==> src/rtl/dpram_port_arbiter.sv <==
// rtl/dpram_port_arbiter.sv - round-robin / lockable arbiter sharing one DPRAM port between two requesters
//
// Shares a single block-RAM port between requester 0 (CPU load/store) and
// requester 1 (VGA/IO fetch). One access is granted per cycle. With both
// requesting and no owner, the requester that was not granted last wins.
// A granted access with lockx=1 reserves the port for requester x until it
// issues an access with lockx=0, or until it drops both req and lock.
//
// Ports
//   clk, rst_n             clock shared with the RAM; asynchronous active-low reset
//   reqx, wex, lockx       request, write (1) / read (0), keep ownership after this access
//   addrx, wdatax          word address and write data of requester x
//   gntx                   combinational grant; the access is taken at the next clk edge
//   rvalidx                registered; rdata carries read data for requester x
//   rdata                  passthrough of ram_q
//   ram_we/addr/wdata      RAM port controls; ram_addr holds its value while idle
//   ram_q                  RAM registered read data, valid one cycle after the address
module dpram_port_arbiter #(
  parameter int AW = 10,
  parameter int DW = 16
) (
  input  logic          clk,
  input  logic          rst_n,
  input  logic          req0,
  input  logic          we0,
  input  logic          lock0,
  input  logic [AW-1:0] addr0,
  input  logic [DW-1:0] wdata0,
  input  logic          req1,
  input  logic          we1,
  input  logic          lock1,
  input  logic [AW-1:0] addr1,
  input  logic [DW-1:0] wdata1,
  output logic          gnt0,
  output logic          gnt1,
  output logic          rvalid0,
  output logic          rvalid1,
  output logic [DW-1:0] rdata,
  output logic          ram_we,
  output logic [AW-1:0] ram_addr,
  output logic [DW-1:0] ram_wdata,
  input  logic [DW-1:0] ram_q
);

  typedef enum logic [1:0] {
    OWN_FREE = 2'd0,
    OWN_0    = 2'd1,
    OWN_1    = 2'd2
  } own_e;

  own_e          own_q, own_d;
  logic          last_q, last_d;
  logic          pend0_q, pend0_d;
  logic          pend1_q, pend1_d;
  logic [AW-1:0] ram_addr_q, ram_addr_d;

  // Grant decode. In FREE a tie goes to whoever was not granted last
  // (last_q=1 means requester 1 went last, so requester 0 wins).
  always_comb begin
    gnt0 = 1'b0;
    gnt1 = 1'b0;
    case (own_q)
      OWN_0: gnt0 = req0;
      OWN_1: gnt1 = req1;
      default: begin
        if (req0 && req1) begin
          gnt0 = last_q;
          gnt1 = !last_q;
        end else begin
          gnt0 = req0;
          gnt1 = req1;
        end
      end
    endcase
  end

  // Ownership / round-robin state. A granted access decides ownership from
  // its own lock bit; an owner that drops both req and lock releases the
  // port so an abandoned lock cannot starve the other requester.
  always_comb begin
    own_d  = own_q;
    last_d = last_q;
    if (gnt0) begin
      own_d  = lock0 ? OWN_0 : OWN_FREE;
      last_d = 1'b0;
    end else if (gnt1) begin
      own_d  = lock1 ? OWN_1 : OWN_FREE;
      last_d = 1'b1;
    end else if ((own_q == OWN_0) && !req0 && !lock0) begin
      own_d = OWN_FREE;
    end else if ((own_q == OWN_1) && !req1 && !lock1) begin
      own_d = OWN_FREE;
    end
  end

  // RAM port mux. The RAM samples ram_addr at the grant edge, so the
  // granted address is passed straight through; while idle the previous
  // address is held to avoid needless toggling on the RAM address bus.
  always_comb begin
    ram_we     = 1'b0;
    ram_wdata  = '0;
    ram_addr   = ram_addr_q;
    if (gnt0) begin
      ram_we    = we0;
      ram_wdata = wdata0;
      ram_addr  = addr0;
    end else if (gnt1) begin
      ram_we    = we1;
      ram_wdata = wdata1;
      ram_addr  = addr1;
    end
    ram_addr_d = ram_addr;
  end

  // A granted read returns on ram_q one cycle later; tag it to its requester.
  always_comb begin
    pend0_d = gnt0 && !we0;
    pend1_d = gnt1 && !we1;
  end

  assign rvalid0 = pend0_q;
  assign rvalid1 = pend1_q;
  assign rdata   = ram_q;

  always_ff @(posedge clk or negedge rst_n) begin
    if (!rst_n) begin
      own_q      <= OWN_FREE;
      last_q     <= 1'b1;
      pend0_q    <= 1'b0;
      pend1_q    <= 1'b0;
      ram_addr_q <= '0;
    end else begin
      own_q      <= own_d;
      last_q     <= last_d;
      pend0_q    <= pend0_d;
      pend1_q    <= pend1_d;
      ram_addr_q <= ram_addr_d;
    end
  end

endmodule

==> config.mk <==
export PLATFORM = sky130hd
export DESIGN_NAME = dpram_port_arbiter
export DESIGN_NICKNAME = d
export VERILOG_FILES = /design/src/rtl/dpram_port_arbiter.sv
export SDC_FILE = /design/constraint.sdc
export NUM_CORES = 1
export LEC_CHECK = 0
export BUFFER_PORTS_ARGS = -buffer_cell sky130_fd_sc_hd__buf_2
export CAP_MARGIN = 20
export CORE_MARGIN = 8
export CORE_UTILIZATION = 37
export DETAILED_ROUTE_END_ITERATION = 10
export HOLD_SLACK_MARGIN = 0.12
export PLACE_DENSITY = 0.87
export SYNTH_ARGS = -nofsm -noshare
export SYNTH_HDL_FRONTEND = slang
export SYNTH_SLANG_ARGS = --single-unit
==> constraint.sdc <==
create_clock -name clk -period 3.2 [get_ports clk]
set_clock_uncertainty 0.2 [all_clocks]
set_input_delay 0.16 -clock clk [delete_from_list [all_inputs] [get_ports clk]]
set_output_delay 0.16 -clock clk [all_outputs]
set_load 0.03 [all_outputs]
==> impl_metrics.py, run 1 <==
metrics = {
    "floorplanning": {
        "coreArea_sq_mm": 0.00278,
        "num_rows": 19,
        "dieArea_sq_mm": 0.00497,
        "die_h_um": 70.5,
        "io_pins": 123,
        "die_x_um": 70.5,
        "start_util": 0.395,
    },
    "timing": {
        "min_period_over_period": 0.931,
        "finalHoldViolations": 0,
        "fin_crit_ns": 2.98,
        "worst_slack_ns": 0.219,
        "fin_setup_tns_ns": 0,
        "setup_viol_count_final": 0,
        "holdWs_ns": 0.120,
        "relSlewSlack": 0.500,
        "rsz0062_at_grt": "no",
        "fmax_ghz": 0.336,
        "tightest_slew_ns": 0.745,
        "drv_slew": 0,
    },
    "logic_synthesis": {
        "syn-num-nets": 202,
        "syn-cell-area_sq_mm": 0.00110,
        "yosysWarnings": 0,
        "synth-simple-area-share": 0.148,
        "yosys_most_used_dff": "dfrtp_1",
        "synth-compound-area-share": 0.319,
        "synthXorXnorAreaFrac": 0,
        "ys_seq_area_frac": 0.342,
        "synth_top_family_by_area": "compound AO/OA/AOI/OAI gates",
        "netlist_instances": 124,
        "ys_ff_latch": 15,
        "async_flop_share": 1.00,
        "synth_cell_type_count": 27,
        "muxShareOfSynthArea": 0,
        "synth_edf_count": 0,
        "synth_fa_ha_area_frac": 0.0228,
        "avgSynthCellArea_sq_um": 8.87,
    },
    "grt": {
        "grt_first_pass_wirelength_um": 6930,
        "grt_overflow_total": 0,
        "antenna_found_initial": 0,
        "grt_pass1_vias": 1397,
        "track_usage": 0.165,
        "grt_max_degree": 21,
    },
    "clocking": {
        "postCtsSetupRepairBufs": 0,
        "cts_tree": "done",
        "clockBufferDepth": 2,
        "clk_latency_ns": 0.29,
        "clkSlewWorstSetupHoldPaths_ns": 0.10,
        "numCtsBuffers": 3,
        "cts-htree-levels": 1,
        "clock-sinks": 15,
        "cts-root-buf": "clkbuf_4",
    },
    "placement": {
        "gp_congestion": 0.778,
        "pre_cts_slack_ns": 0.558,
        "port_buffers": 90,
        "hpwl_um": 3400,
        "dpl_cell_area_sq_mm": 0.00142,
    },
    "worst_setup_path": {
        "critPathSlowestCell": "a211oi_4",
        "r2r_start": "own_q[0]$_DFFE_PN0P_",
        "cp.arrival_ns": 2.62,
        "cp-start-kind": "flip-flop",
        "cpPeakStageDelay_ns": 0.66,
        "crit_type": "flip-flop to output pin",
        "worstPathRequired_ns": 2.84,
        "critPathCaptureType": "output pin",
        "worstRegToRegCells": 6,
        "critPathMaxFanout": 18,
        "rr_endpoint": "ram_addr_q[6]$_DFF_PN0_",
        "reg2reg_slack_ns": 0.53,
        "worstPathCellList": "inv_1 > ha_1 > and3_1 > a211oi_4 > a22o_1 > buf_2",
    },
    "detailed_routing": {
        "routed_via_density": 5.42,
        "drt_iter0_drc": 52,
        "wl_per_cell_um": 18.3,
        "drt-pass1-iter-count": 4,
        "vias": 1360,
        "drt-total-wl_um": 4600,
        "ant_nets": 0,
        "drc_errors": 0,
    },
    "power": {
        "p_leak_nw": 0.862,
        "p_total_w": 0.00181,
        "powerDensity_mw_per_mm2": 1050,
        "max-vdd-ir-drop_mv": 0.693,
    },
    "min_path": {
        "min_path_type": "input pin to output pin",
        "hold_start": "ram_q[10]",
        "hold_end": "rdata[10]",
        "min_delay_path_depth": 0,
    },
    "final_layout": {
        "layout_common_cells": "90 x buf_2, 27 x dlygate4sd3_1, 17 x a22o_1",
        "layout_commonest_cell": "buf_2",
        "num_antenna_cells": 0,
        "area_growth_syn_to_layout_pct": 57.0,
        "design_area_sq_mm": 0.00173,
        "num-nets-final": 299,
        "layout-drive-gt1-share": 0.459,
    },
    "flow_run": {
        "maxCapViolCount": 0,
    },
    "run_status": {
        "outcome": "complete, no violations",
    },
}
-- registers in the layout (all words and copies together), names as in the netlist --
name and count:
last_q 1, own_q 2, ram_addr_q 10, rvalid0 1, rvalid1 1
-- report_power, final --
| part | total (W) | internal (W) | switching [W] |
|---|---|---|---|
| Sequential | 0.000316 | 0.000283 | 0.0000326 |
| Clock | 0.000110 | 0.0000464 | 0.0000639 |
| Combinational | 0.00139 | 0.000490 | 0.000898 |
-- Yosys cell counts, types with 2 or more instances --
library cell | n | area share
buf_4 | 16 | 0.11
o21ai_0 | 10 | 0.046
inv_1 | 3 | 0.010
clkbuf_1 | 7 | 0.024
nor2_1 | 5 | 0.017
dfrtp_1 | 14 | 0.32
buf_6 | 2 | 0.020
a32o_1 | 2 | 0.018
ha_1 | 2 | 0.023
nor3_1 | 11 | 0.050
a22o_1 | 17 | 0.14
nand3_1 | 11 | 0.050
a31oi_1 | 10 | 0.057
-- worst max-delay path by stage --
| stage | startpoint | end | slack (ns) | cells past startpoint |
|---|---|---|---|---|
| 2_1_floorplan | own_q[0]$_DFFE_PN0P_ | ram_addr_q[1]$_DFF_PN0_ | 0.80 | 7 |
| 3_3_place_gp | own_q[0]$_DFFE_PN0P_ | ram_wdata[14] | 0.64 | 7 |
| 3_5_place_dp | own_q[0]$_DFFE_PN0P_ | ram_wdata[4] | 0.56 | 7 |
| 4_1_cts | own_q[0]$_DFFE_PN0P_ | ram_wdata[4] | 0.23 | 7 |
| 5_1_grt | own_q[0]$_DFFE_PN0P_ | ram_wdata[3] | 0.05 | 6 |
| 6_report | own_q[0]$_DFFE_PN0P_ | ram_wdata[3] | 0.22 | 6 |
-- metrics by stage --
step,utilization,std cells
6_report,0.621,251
4_1_cts,0.616,250
5_1_grt,0.621,251
2_1_floorplan,-,124
3_3_place_gp,0.509,219
3_5_place_dp,0.509,219
-- metal layers --
metal,vias up,part of all wire,GRT usage
met2,62,0.55,0.297
li1,646,-,-
met3,6,0.079,0.0593
met4,0,0.0059,0.0268
met1,646,0.37,0.182
met5,-,0,0
-- critical path, delay by kind of cell (launching register included) --
kind	cells	cell delay, ns
simple gates	1	0.36
flops	1	0.40
buf+inv	2	0.28
compound gates	2	0.90
fa+ha+maj	1	0.40
-- repair_timing --
| item | in CTS | in global routing |
|---|---|---|
| resized for setup | 0 | 3 |
| endpoints found under the hold margin | 29 | 0 |
| hold buffers | 27 | 0 |
| endpoints found under the setup margin | 0 | 10 |
-- layout make-up --
cell class / instances / area [sq um]
clock buffers: 3 / 22.5
clock inverters: 1 / 5.00
fillers: 238 / 1050
inverters: 3 / 15.0
multi-input cells: 80 / 541
flip-flops and latches: 15 / 377
well taps: 31 / 38.8
repair buffers: 117 / 721
repair inverters: 1 / 7.51
-- cells by family after synthesis --
kind of cell    after synthesis
flops                        15
buf+inv                      29
compound gates               46
simple gates                 32
fa+ha+maj                     2
(Power assumes the default switching activity.)
==> inputs of run 2 (changes only) <==
--- a/config.mk
+++ b/config.mk
@@ -7,11 +7,13 @@
 export LEC_CHECK = 0
 export BUFFER_PORTS_ARGS = -buffer_cell sky130_fd_sc_hd__buf_2
 export CAP_MARGIN = 20
-export CORE_MARGIN = 8
-export CORE_UTILIZATION = 37
+export CELL_PAD_IN_SITES_DETAIL_PLACEMENT = 0
+export CELL_PAD_IN_SITES_GLOBAL_PLACEMENT = 1
+export CORE_MARGIN = 10
+export CORE_UTILIZATION = 23
 export DETAILED_ROUTE_END_ITERATION = 10
 export HOLD_SLACK_MARGIN = 0.12
-export PLACE_DENSITY = 0.87
+export PLACE_DENSITY = 0.84
 export SYNTH_ARGS = -nofsm -noshare
 export SYNTH_HDL_FRONTEND = slang
 export SYNTH_SLANG_ARGS = --single-unit
==> run 2 against run 1 <==
  * Die area grew 60%
  * Flip-flop and latch count did not move
  * Core utilization is 25 points lower
  * Global-route usage is 6.3 points lower
  * Largest cell class unchanged
==> impl_metrics.py, run 2 (synthesis gave the netlist of run 1 again) <==
metrics = {
    "floorplanning": {
        "die_h_um": 89.2,
        "coreArea_sq_mm": 0.00469,
        "start_util": 0.234,
        "dieArea_sq_mm": 0.00795,
        "io_pins": 123,
        "num_rows": 25,
        "die_x_um": 89.2,
    },
    "timing": {
        "relSlewSlack": 0.479,
        "finalHoldViolations": 0,
        "tightest_slew_ns": 0.777,
        "fmax_ghz": 0.354,
        "setup_viol_count_final": 0,
        "min_period_over_period": 0.883,
        "rsz0062_at_grt": "no",
        "fin_crit_ns": 2.83,
        "drv_slew": 0,
        "fin_setup_tns_ns": 0,
    },
    "final_layout": {
        "largest_reg_flops": 10,
        "final_util": 0.372,
        "num_antenna_cells": 0,
        "largest_register": "ram_addr_q",
        "num-nets-final": 297,
        "layout-drive-gt1-share": 0.450,
        "layout_commonest_cell": "buf_2",
        "layout_common_cells": "90 x buf_2, 25 x dlygate4sd3_1, 17 x a22o_1",
        "area_growth_syn_to_layout_pct": 58.8,
        "reg_top3": "ram_addr_q: 10 flops, own_q: 2 flops",
    },
    "clocking": {
        "clk_latency_ns": 0.24,
        "cts_resized": 0,
        "cts-htree-levels": 1,
        "cts_tree": "done",
        "clkSlewWorstSetupHoldPaths_ns": 0.06,
        "numCtsBuffers": 3,
        "clockBufferDepth": 2,
        "cts-root-buf": "clkbuf_8",
        "postCtsSetupRepairBufs": 0,
        "clock-sinks": 15,
        "cts_hold_buf": 25,
    },
    "detailed_routing": {
        "drt-total-wl_um": 4230,
        "drt-pass1-iter-count": 4,
        "ant_nets": 0,
        "wl_per_cell_um": 15.6,
        "vias": 1288,
        "drt_iter0_drc": 37,
        "routed_via_density": 4.74,
        "drc_errors": 0,
    },
    "min_path": {
        "min_path_type": "input pin to output pin",
    },
    "worst_setup_path": {
        "critPathCaptureType": "output pin",
        "critPathSlowestCell": "a211oi_4",
        "cpPeakStageDelay_ns": 0.63,
        "worstPathCellList": "inv_1 > ha_1 > and3_1 > a211oi_4 > a22o_1 > buf_2",
        "crit_type": "flip-flop to output pin",
        "cp.arrival_ns": 2.47,
        "cp-start-kind": "flip-flop",
        "critPathMaxFanout": 18,
        "worstPathRequired_ns": 2.84,
    },
    "power": {
        "p_total_w": 0.00182,
        "power_frac_clock": 0.081,
        "powerDensity_mw_per_mm2": 1040,
        "pwr-share-comb": 0.749,
        "seqPwrFrac": 0.171,
        "max-vdd-ir-drop_mv": 0.255,
        "internal-power_w": 0.000862,
        "p_leak_nw": 0.870,
        "swShare": 0.527,
        "switchingPower_w": 0.000960,
    },
    "grt": {
        "grt_max_degree": 21,
        "track_usage": 0.101,
        "grt_overflow_total": 0,
        "grt_first_pass_wirelength_um": 6470,
        "grt_pass1_vias": 1350,
        "antenna_found_initial": 0,
    },
    "placement": {
        "port_buffers": 90,
        "hpwl_um": 3330,
        "gp_congestion": 0.747,
    },
    "run_status": {
        "outcome": "complete, no violations",
    },
    "flow_run": {
        "maxCapViolCount": 0,
    },
}
## run 2: cell count changes in the layout (fill, tap and decap cells not counted), sizes merged
cell         change
buf              +1
clkbuf           +1
clkinv           -1
clkinvlp         -2
dlygate4sd3      -2
inv              +1
## run 2: per-layer routing
metal	global-route usage	wire length (um)	vias up	part of all wire
met4	0.0231	21	0	0.0050
met1	0.108	1490	593	0.35
li1	-	-	641	-
met5	0	0	-	0
met2	0.172	2190	51	0.52
met3	0.0556	532	3	0.13
## run 2: cell type report
| class | count | area [sq um] |
|---|---|---|
| Inverter | 3 | 11.3 |
| Tap cell | 54 | 67.6 |
| Timing Repair Buffer | 116 | 708 |
| Clock buffer | 4 | 45.0 |
| Multi-Input combinational cell | 80 | 538 |
| Sequential cell | 15 | 377 |
| Fill cell | 481 | 2950 |
## run 2: stage by stage
step	hold WS [ns]	cell area [sq um]	setup WS (ns)	instances
floorplan	-0.336	1100	0.797	124
global placement	-0.121	1450	0.648	243
detailed placement	-0.117	1450	0.602	243
CTS	0.120	1750	0.334	272
global route	0.120	1750	0.145	272
finish	0.120	1750	0.373	272
## run 2: critical path, delay by kind of cell, from the launching register on
family / cells / cell delay (ns)
compound gates: 2 / 0.85
fa+ha+maj: 1 / 0.39
buf+inv: 2 / 0.25
flops: 1 / 0.36
simple gates: 1 / 0.36
## run 2: worst paths after layout
kind	start	endpoint	slack, ns	depth (start not counted)
worst min-delay path	ram_q[1]	rdata[1]	0.12	0
min in group asynchronous	rst_n	ram_addr_q[0]$_DFF_PN0_	0.16	2
worst max-delay path	own_q[0]$_DFFE_PN0P_	ram_wdata[4]	0.37	6
worst max register to register	own_q[0]$_DFFE_PN0P_	ram_addr_q[9]$_DFF_PN0_	0.57	6
max in group asynchronous	rst_n	last_q$_DFFE_PN1P_	2.34	2
worst min register to register	last_q$_DFFE_PN1P_	last_q$_DFFE_PN1P_	0.32	2
## run 2: power groups by stage
stage | Combinational (W) | Clock, W | Sequential [W]
after floorplan | 0.000941 | 0 | 0.000324
after global placement | 0.00122 | 0 | 0.000312
after detailed placement | 0.00123 | 0 | 0.000314
after CTS | 0.00138 | 0.000152 | 0.000310
after global routing | 0.00148 | 0.000162 | 0.000320
final | 0.00136 | 0.000147 | 0.000311
